$ cat src/rtl/sp_ram_arbiter_if.sv
// Request/grant/response bundle for one master of the RAM arbiter.
// The master drives the request side; the arbiter drives grant and response.
interface sp_ram_arbiter_if #(
  parameter int ADDR_WIDTH = 15,
  parameter int DATA_WIDTH = 32
);
  logic                    req;
  logic [ADDR_WIDTH-1:0]   addr;
  logic                    we;
  logic [DATA_WIDTH/8-1:0] be;
  logic [DATA_WIDTH-1:0]   wdata;
  logic                    gnt;
  logic                    rvalid;
  logic [DATA_WIDTH-1:0]   rdata;

  modport master (
    output req, addr, we, be, wdata,
    input  gnt, rvalid, rdata
  );

  modport slave (
    input  req, addr, we, be, wdata,
    output gnt, rvalid, rdata
  );
endinterface

$ cat src/rtl/sp_ram_arbiter.sv
// Two-master round-robin arbiter in front of a single-port RAM with
// one-cycle read latency. Grants are combinational, one access per cycle,
// and each granted access gets an rvalid pulse the following cycle.
module sp_ram_arbiter #(
  parameter int ADDR_WIDTH = 15,
  parameter int DATA_WIDTH = 32
) (
  input  logic                    clk,
  input  logic                    rstn_i,
  sp_ram_arbiter_if.slave         m0,
  sp_ram_arbiter_if.slave         m1,
  output logic                    ram_en_o,
  output logic [ADDR_WIDTH-1:0]   ram_addr_o,
  output logic                    ram_we_o,
  output logic [DATA_WIDTH/8-1:0] ram_be_o,
  output logic [DATA_WIDTH-1:0]   ram_wdata_o,
  input  logic [DATA_WIDTH-1:0]   ram_rdata_i
);

  localparam int BE_WIDTH = DATA_WIDTH / 8;

  // Arbitration state: who is preferred on contention, who owns the
  // in-flight response, and whether a response is due this cycle.
  logic r_prio;
  logic r_owner;
  logic r_valid;

  logic w_req0;
  logic w_req1;
  logic w_gnt0;
  logic w_gnt1;
  logic w_any_gnt;

  // Requests are masked while reset is asserted so nothing reaches the RAM
  // (in particular no write) once rstn_i has fallen.
  assign w_req0 = m0.req & rstn_i;
  assign w_req1 = m1.req & rstn_i;

  // A lone requester always wins; on contention the preferred master wins.
  assign w_gnt0    = w_req0 & (~w_req1 | ~r_prio);
  assign w_gnt1    = w_req1 & (~w_req0 |  r_prio);
  assign w_any_gnt = w_gnt0 | w_gnt1;

  assign m0.gnt = w_gnt0;
  assign m1.gnt = w_gnt1;

  // RAM-side mux: the granted master's fields, or all zeros when idle.
  always_comb begin
    ram_en_o    = 1'b0;
    ram_addr_o  = '0;
    ram_we_o    = 1'b0;
    ram_be_o    = '0;
    ram_wdata_o = '0;
    if (w_gnt0) begin
      ram_en_o    = 1'b1;
      ram_addr_o  = m0.addr;
      ram_we_o    = m0.we;
      ram_be_o    = m0.be;
      ram_wdata_o = m0.wdata;
    end else if (w_gnt1) begin
      ram_en_o    = 1'b1;
      ram_addr_o  = m1.addr;
      ram_we_o    = m1.we;
      ram_be_o    = m1.be;
      ram_wdata_o = m1.wdata;
    end
  end

  // Update priority and in-flight response tracking on every cycle.
  // Priority flips to the loser of each grant; it holds when nothing is granted.
  always_ff @(posedge clk or negedge rstn_i) begin
    if (!rstn_i) begin
      r_prio  <= 1'b0;
      r_owner <= 1'b0;
      r_valid <= 1'b0;
    end else if (w_any_gnt) begin
      r_prio  <= ~w_gnt1;
      r_owner <= w_gnt1;
      r_valid <= 1'b1;
    end else begin
      r_valid <= 1'b0;
    end
  end

  // Route the response to the master that owns the access in flight.
  // Write responses carry whatever the RAM still presents; masters ignore it.
  logic w_rvalid0;
  logic w_rvalid1;

  assign w_rvalid0 = r_valid & ~r_owner;
  assign w_rvalid1 = r_valid &  r_owner;

  assign m0.rvalid = w_rvalid0;
  assign m1.rvalid = w_rvalid1;
  assign m0.rdata  = w_rvalid0 ? ram_rdata_i : {DATA_WIDTH{1'b0}};
  assign m1.rdata  = w_rvalid1 ? ram_rdata_i : {DATA_WIDTH{1'b0}};

  // Byte-enable width is implied by the data width; keep it visible for readers.
  logic [BE_WIDTH-1:0] w_be_unused;
  assign w_be_unused = '0;

endmodule
$ cat src/flat_wrapper.sv
// flat-port wrapper written by rule: the top's interface ports become plain ports
module sp_ram_arbiter_flat 
#(
  parameter int ADDR_WIDTH = 15,
  parameter int DATA_WIDTH = 32
)
  (clk, rstn_i, ram_en_o, ram_addr_o, ram_we_o, ram_be_o, ram_wdata_o, ram_rdata_i, m0_req, m0_addr, m0_we, m0_be, m0_wdata, m0_gnt, m0_rvalid, m0_rdata, m1_req, m1_addr, m1_we, m1_be, m1_wdata, m1_gnt, m1_rvalid, m1_rdata);
  sp_ram_arbiter_if #(.ADDR_WIDTH(ADDR_WIDTH), .DATA_WIDTH(DATA_WIDTH)) m0_i ();
  sp_ram_arbiter_if #(.ADDR_WIDTH(ADDR_WIDTH), .DATA_WIDTH(DATA_WIDTH)) m1_i ();
  input  logic clk;
  input  logic rstn_i;
  output logic ram_en_o;
  output logic [ADDR_WIDTH-1:0] ram_addr_o;
  output logic ram_we_o;
  output logic [DATA_WIDTH/8-1:0] ram_be_o;
  output logic [DATA_WIDTH-1:0] ram_wdata_o;
  input  logic [DATA_WIDTH-1:0] ram_rdata_i;
  input wire logic [$bits(m0_i.req)-1:0] m0_req;
  input wire logic [$bits(m0_i.addr)-1:0] m0_addr;
  input wire logic [$bits(m0_i.we)-1:0] m0_we;
  input wire logic [$bits(m0_i.be)-1:0] m0_be;
  input wire logic [$bits(m0_i.wdata)-1:0] m0_wdata;
  output wire logic [$bits(m0_i.gnt)-1:0] m0_gnt;
  output wire logic [$bits(m0_i.rvalid)-1:0] m0_rvalid;
  output wire logic [$bits(m0_i.rdata)-1:0] m0_rdata;
  input wire logic [$bits(m1_i.req)-1:0] m1_req;
  input wire logic [$bits(m1_i.addr)-1:0] m1_addr;
  input wire logic [$bits(m1_i.we)-1:0] m1_we;
  input wire logic [$bits(m1_i.be)-1:0] m1_be;
  input wire logic [$bits(m1_i.wdata)-1:0] m1_wdata;
  output wire logic [$bits(m1_i.gnt)-1:0] m1_gnt;
  output wire logic [$bits(m1_i.rvalid)-1:0] m1_rvalid;
  output wire logic [$bits(m1_i.rdata)-1:0] m1_rdata;
  assign m0_i.req = m0_req;
  assign m0_i.addr = m0_addr;
  assign m0_i.we = m0_we;
  assign m0_i.be = m0_be;
  assign m0_i.wdata = m0_wdata;
  assign m0_gnt = m0_i.gnt;
  assign m0_rvalid = m0_i.rvalid;
  assign m0_rdata = m0_i.rdata;
  assign m1_i.req = m1_req;
  assign m1_i.addr = m1_addr;
  assign m1_i.we = m1_we;
  assign m1_i.be = m1_be;
  assign m1_i.wdata = m1_wdata;
  assign m1_gnt = m1_i.gnt;
  assign m1_rvalid = m1_i.rvalid;
  assign m1_rdata = m1_i.rdata;
  sp_ram_arbiter #(.ADDR_WIDTH(ADDR_WIDTH), .DATA_WIDTH(DATA_WIDTH)) u_core (.clk(clk), .rstn_i(rstn_i), .m0(m0_i), .m1(m1_i), .ram_en_o(ram_en_o), .ram_addr_o(ram_addr_o), .ram_we_o(ram_we_o), .ram_be_o(ram_be_o), .ram_wdata_o(ram_wdata_o), .ram_rdata_i(ram_rdata_i));
endmodule
$ cat config.mk
export PLATFORM = sky130hd
export DESIGN_NAME = sp_ram_arbiter_flat
export DESIGN_NICKNAME = d
export VERILOG_FILES = /design/src/rtl/sp_ram_arbiter_if.sv /design/src/rtl/sp_ram_arbiter.sv /design/src/flat_wrapper.sv
export SDC_FILE = /design/constraint.sdc
export NUM_CORES = 1
export LEC_CHECK = 0
export BUFFER_PORTS_ARGS = -buffer_cell sky130_fd_sc_hd__buf_2
export CAP_MARGIN = 0
export CORE_AREA = 4 4 100 102
export DETAILED_ROUTE_END_ITERATION = 8
export DIE_AREA = 0 0 104 106
export PLACE_DENSITY_LB_ADDON = 0.1
export SLEW_MARGIN = 15
export SYNTH_ARGS = -nofsm -noshare
export SYNTH_HDL_FRONTEND = slang
export SYNTH_SLANG_ARGS = --single-unit
export TNS_END_PERCENT = 5
$ cat constraint.sdc
create_clock -name clk -period 1.8 [get_ports clk]
set_input_delay 0.09 -clock clk [delete_from_list [all_inputs] [get_ports clk]]
set_output_delay 0.09 -clock clk [all_outputs]
set_load 0.02 [all_outputs]
* Word level (Yosys, flattened, before mapping)
Cells that the tools add are included.
** Word-level totals
- Flip-flop bits (word level) :: 3
- Input bits :: 140
- Output and inout port bits :: 121
- Word-level logic and storage cells :: 30
** Cells by class
- Muxes and demuxes :: 13
- Bitwise logic cells :: 14
** Operator list (count)
- 32-bit 2-to-1 mux :: 4
- 15-bit 2-to-1 mux :: 2
- 4-bit 2-to-1 mux :: 2
- 1-bit bitwise AND :: 6
- 1-bit 2-to-1 mux :: 5
- 1-bit inverter :: 5
- 1-bit OR :: 3

* Logic depth before layout (Yosys ltp)
- Depth after elaboration :: 6
- Gate-level depth with buffers :: 5
- Depth with buffers taken out :: 3

* Worst setup path before layout
No wires, ideal clock.
- Path kind :: reg2out
- Start :: register u_core.r_prio
- End :: output ram_addr_o[0]
- Stages on the path, launching flop included :: 5
- Path buffers :: 1
- Path slack :: 0.592 ns
- Arrival time :: 1.118 ns
- Data required time :: 1.710 ns
- Cell sequence :: dfrtp_1 -> nand2_1 -> nand2_2 -> buf_2 -> o22ai_1
** On the way
- Word-level cells in the longest chain between the ends :: 4
- Elaborated cells on any way between the ends :: 7
- Those cells by class :: mux (2); bitwise (5)
** Ends and longest elaborated chain
- start, declared :: line sp_ram_arbiter.sv:24 : logic r_prio;
- start signal, assigned :: line sp_ram_arbiter.sv:77 : r_prio <= ~w_gnt1;
- 1-bit OR or 1-bit inverter (tied branches) :: line sp_ram_arbiter.sv:41, sp_ram_arbiter.sv:40
- 1-bit bitwise AND or 1-bit OR (tied branches) :: line sp_ram_arbiter.sv:41, sp_ram_arbiter.sv:40
- 15-bit 2-to-1 mux or 1-bit bitwise AND (tied branches) :: line sp_ram_arbiter.sv:60, sp_ram_arbiter.sv:40
- 15-bit 2-to-1 mux * :: line sp_ram_arbiter.sv:54 : if (w_gnt0) begin
- end, declared :: line flat_wrapper.sv:13 : output logic [ADDR_WIDTH-1:0] ram_addr_o;
Mark *: on every way between the ends. The rest lies on a longest branch, timed or not.

* Worst setup path after layout
- Start :: input rstn_i
- End :: output ram_addr_o[13]
** On the way
- Word-level cells in the longest chain between the ends :: 6
- Elaborated cells on any way between the ends :: 10
- Those cells by class :: mux (2); bitwise (8)
** Ends and longest elaborated chain
- start, declared :: line flat_wrapper.sv:11 : input logic rstn_i;
- 1-bit bitwise AND :: line sp_ram_arbiter.sv:36 : assign w_req0 = m0.req & rstn_i;
- 1-bit inverter :: line sp_ram_arbiter.sv:41 : assign w_gnt1 = w_req1 & (~w_req0 | r_prio);
- 1-bit OR :: line sp_ram_arbiter.sv:41
- 1-bit bitwise AND :: line sp_ram_arbiter.sv:41
- 15-bit 2-to-1 mux :: line sp_ram_arbiter.sv:60 : end else if (w_gnt1) begin
- 15-bit 2-to-1 mux * :: line sp_ram_arbiter.sv:54
Marked as above.

==> flow_metrics.py <==
metrics = {
    "drt": {
        "wl_met1_microns": 3030,
        "drt-total-wl_microns": 8290,
        "via_per_inst": 4.45,
        "ant_nets": 0,
        "drtIter0Drc": 132,
        "dr.pass1.iters": 4,
        "highest_layer": "met4",
        "wl_per_cell_microns": 13.3,
        "met2_length_microns": 4410,
        "num_vias": 2769,
        "drc": 0,
        "met3_length_microns": 741,
    },
    "hold_path": {
        "min_path_type": "input pin to flop",
        "hold_path_startpoint": "m1_req",
    },
    "timing": {
        "hold_viol_final": 0,
        "period_share": 0.908,
        "tns_ns": 0,
        "fmax_ghz": 0.612,
        "rsz0062_at_grt": "no",
        "maxSlewHeadroom": 0.822,
        "period_minus_slack_ns": 1.63,
        "slew_violations": 0,
        "setup_viol": 0,
        "worstMarginPinSlew_ns": 0.267,
        "finalClockSkew_ns": 0.00159,
    },
    "critical_path": {
        "end_kind": "output port",
        "crit_path_start_kind": "input pin",
        "worstSetupStartpoint": "rstn_i",
        "ff2ff_path_depth": 3,
        "r2r-start": "u_core.r_prio",
        "crit_path_max_fanout": 62,
        "r2r-end": "u_core.r_owner",
        "path_class": "input pin to output port",
        "required_ns": 1.71,
        "reg2reg_slack_ns": 0.89,
        "endpoint": "ram_addr_o[13]",
        "cp.arrival_ns": 1.54,
    },
    "placed_design": {
        "dp.cells": 617,
        "port_buffers": 260,
        "dp_hpwl_microns": 6770,
        "place_congestion": 0.783,
    },
    "yosys": {
        "avgSynthCellArea_sq_um": 5.54,
        "netlist_instances": 269,
        "synth_top_cell_by_area": "nand2_1",
        "synthFlopType": "dfrtp_1",
        "synth_area_leaders": "nand2_1, o22ai_1, and2_1, and3_1, buf_2",
        "synth_common_cells": "nand2_1, o22ai_1, and2_1",
        "async_reset_ff_frac": 1.00,
        "synth_edf_count": 0,
        "seq_area_frac_synth": 0.0504,
        "synth_top_area_frac": 0.264,
        "yosysMostFrequentCell": "nand2_1",
        "synth-seq-cells": 3,
        "yosysWarnings": 0,
        "synthesis.area_sq_um": 1490,
        "synth.net_count": 409,
        "synth.distinct_cells": 20,
    },
    "global_routing": {
        "grt_pass1_wl_microns": 12300,
        "grt_usage": 0.133,
        "antenna_found_initial": 0,
        "grt_max_degree": 63,
        "grt_pass1_vias": 2535,
        "gr-total-overflow": 0,
    },
    "clocking": {
        "root_buffer": "clkbuf_8",
        "clkLatencyLatePin_ns": 0.22,
        "cts_buffers": 3,
        "cts_max_level": 1,
        "cts_sinks": 3,
        "cts_tree": "done",
        "clock_path_buffers": 2,
        "clkTransAtPathRegs_ns": 0.03,
        "cts_setup_buffers": 0,
        "ctsResizeCount": 0,
        "cts_hold_buf": 1,
    },
    "die": {
        "std_cell_rows": 35,
        "die_h_microns": 106,
        "start_util": 0.164,
        "die_w_microns": 104,
        "ios": 261,
        "core_area_sq_um": 9110,
        "die-area_sq_um": 11000,
    },
    "cells_and_area": {
        "diodes": 0,
        "synthToLayoutAreaGrowth_pct": 95.4,
        "drive_above_1_share": 0.548,
        "nFillCells": 1018,
        "final_net_count": 652,
        "layout.cells.non_filler": 622,
    },
    "run_status": {
        "status": "completed",
    },
    "power": {
        "peakVddDrop_mv": 0.200,
        "switching_share": 0.512,
        "p_leak_nw": 1.90,
        "p_seq_frac": 0.069,
        "pwr-share-clk": 0.155,
        "p_int_mw": 0.617,
        "p_sw_mw": 0.648,
        "combPwrFrac": 0.777,
        "power_density_nw_per_um2": 435,
    },
    "flow_run": {
        "cap_violations": 0,
    },
}
-- how the worst min path moves through the flow --
stage / to / cells after the start
after detailed placement: u_core.r_owner / 2
after global routing: u_core.r_prio / 2
final: u_core.r_prio / 2
after global placement: u_core.r_owner / 2
after floorplan: u_core.r_owner / 0
after CTS: u_core.r_prio / 2
-- per-stage QoR --
step	power (mW)	area, sq um	setup WS [ns]	utilization	hold WS [ns]
floorplan	0.690	1490	0.592	-	-0.206
global route	1.37	2910	0.0794	0.320	0.184
detailed placement	1.08	2860	0.415	0.314	0.0995
finish	1.27	2910	0.166	0.320	0.173
global placement	1.08	2860	0.402	0.314	0.100
CTS	1.28	2910	0.130	0.320	0.173
-- power by group through the flow --
stage	Sequential [mW]	Clock (mW)	Combinational [mW]
after floorplan	0.0904	0	0.600
after global placement	0.0870	0	0.990
after detailed placement	0.0877	0	0.988
after CTS	0.0870	0.200	0.993
after global routing	0.0882	0.208	1.08
final	0.0869	0.196	0.983
-- layout by cell type (no fill, tap or decap) --
cell type,instances
a21oi_1,2
a31oi_1,1
and2_1,33
and3_1,32
and3_2,1
buf_12,4
buf_2,259
buf_4,5
clkbuf_1,1
clkbuf_8,3
dfrtp_1,3
dlygate4sd3_1,1
inv_1,1
inv_2,1
nand2_1,105
nand2_2,1
nor2_1,4
nor2b_2,1
o21ai_4,1
o22ai_1,48
o22ai_2,4
-- flip-flops by register name, indices dropped and copies added (netlist names) --
signal	cells
u_core.r_valid	1
u_core.r_prio	1
u_core.r_owner	1
-- worst max-delay path: stages --
cell           delay, ns
dlygate4sd3_1       0.54
buf_4               0.14
buf_12              0.23
nand2_1             0.08
o22ai_1             0.23
buf_2               0.22
-- cells by family (layout without fill, tap and decap cells) --
kind of cell / count (synthesis) / in the layout / share of synthesized area
DFF: 3 / 3 / 0.0504
buffers and inverters: 33 / 275 / 0.130
AOI/OAI and AO/OA: 56 / 56 / 0.257
and+or+nand+nor: 177 / 177 / 0.563
-- routing by layer --
layer / global-route usage / vias up
met5: 0 / -
met4: 0.0361 / 0
met3: 0.0243 / 8
met2: 0.270 / 163
met1: 0.138 / 1196
li1: - / 1402
-- cell type report --
type	count	area (sq um)	area share
timing repair buffer	269	1420	0.489
multi-input combinational	233	1220	0.419
tap	111	139	0.0477
sequential	3	75.1	0.0258
clock buffer	4	45.0	0.0155
inverter	2	7.51	0.00258
(Power assumes the default switching activity.)
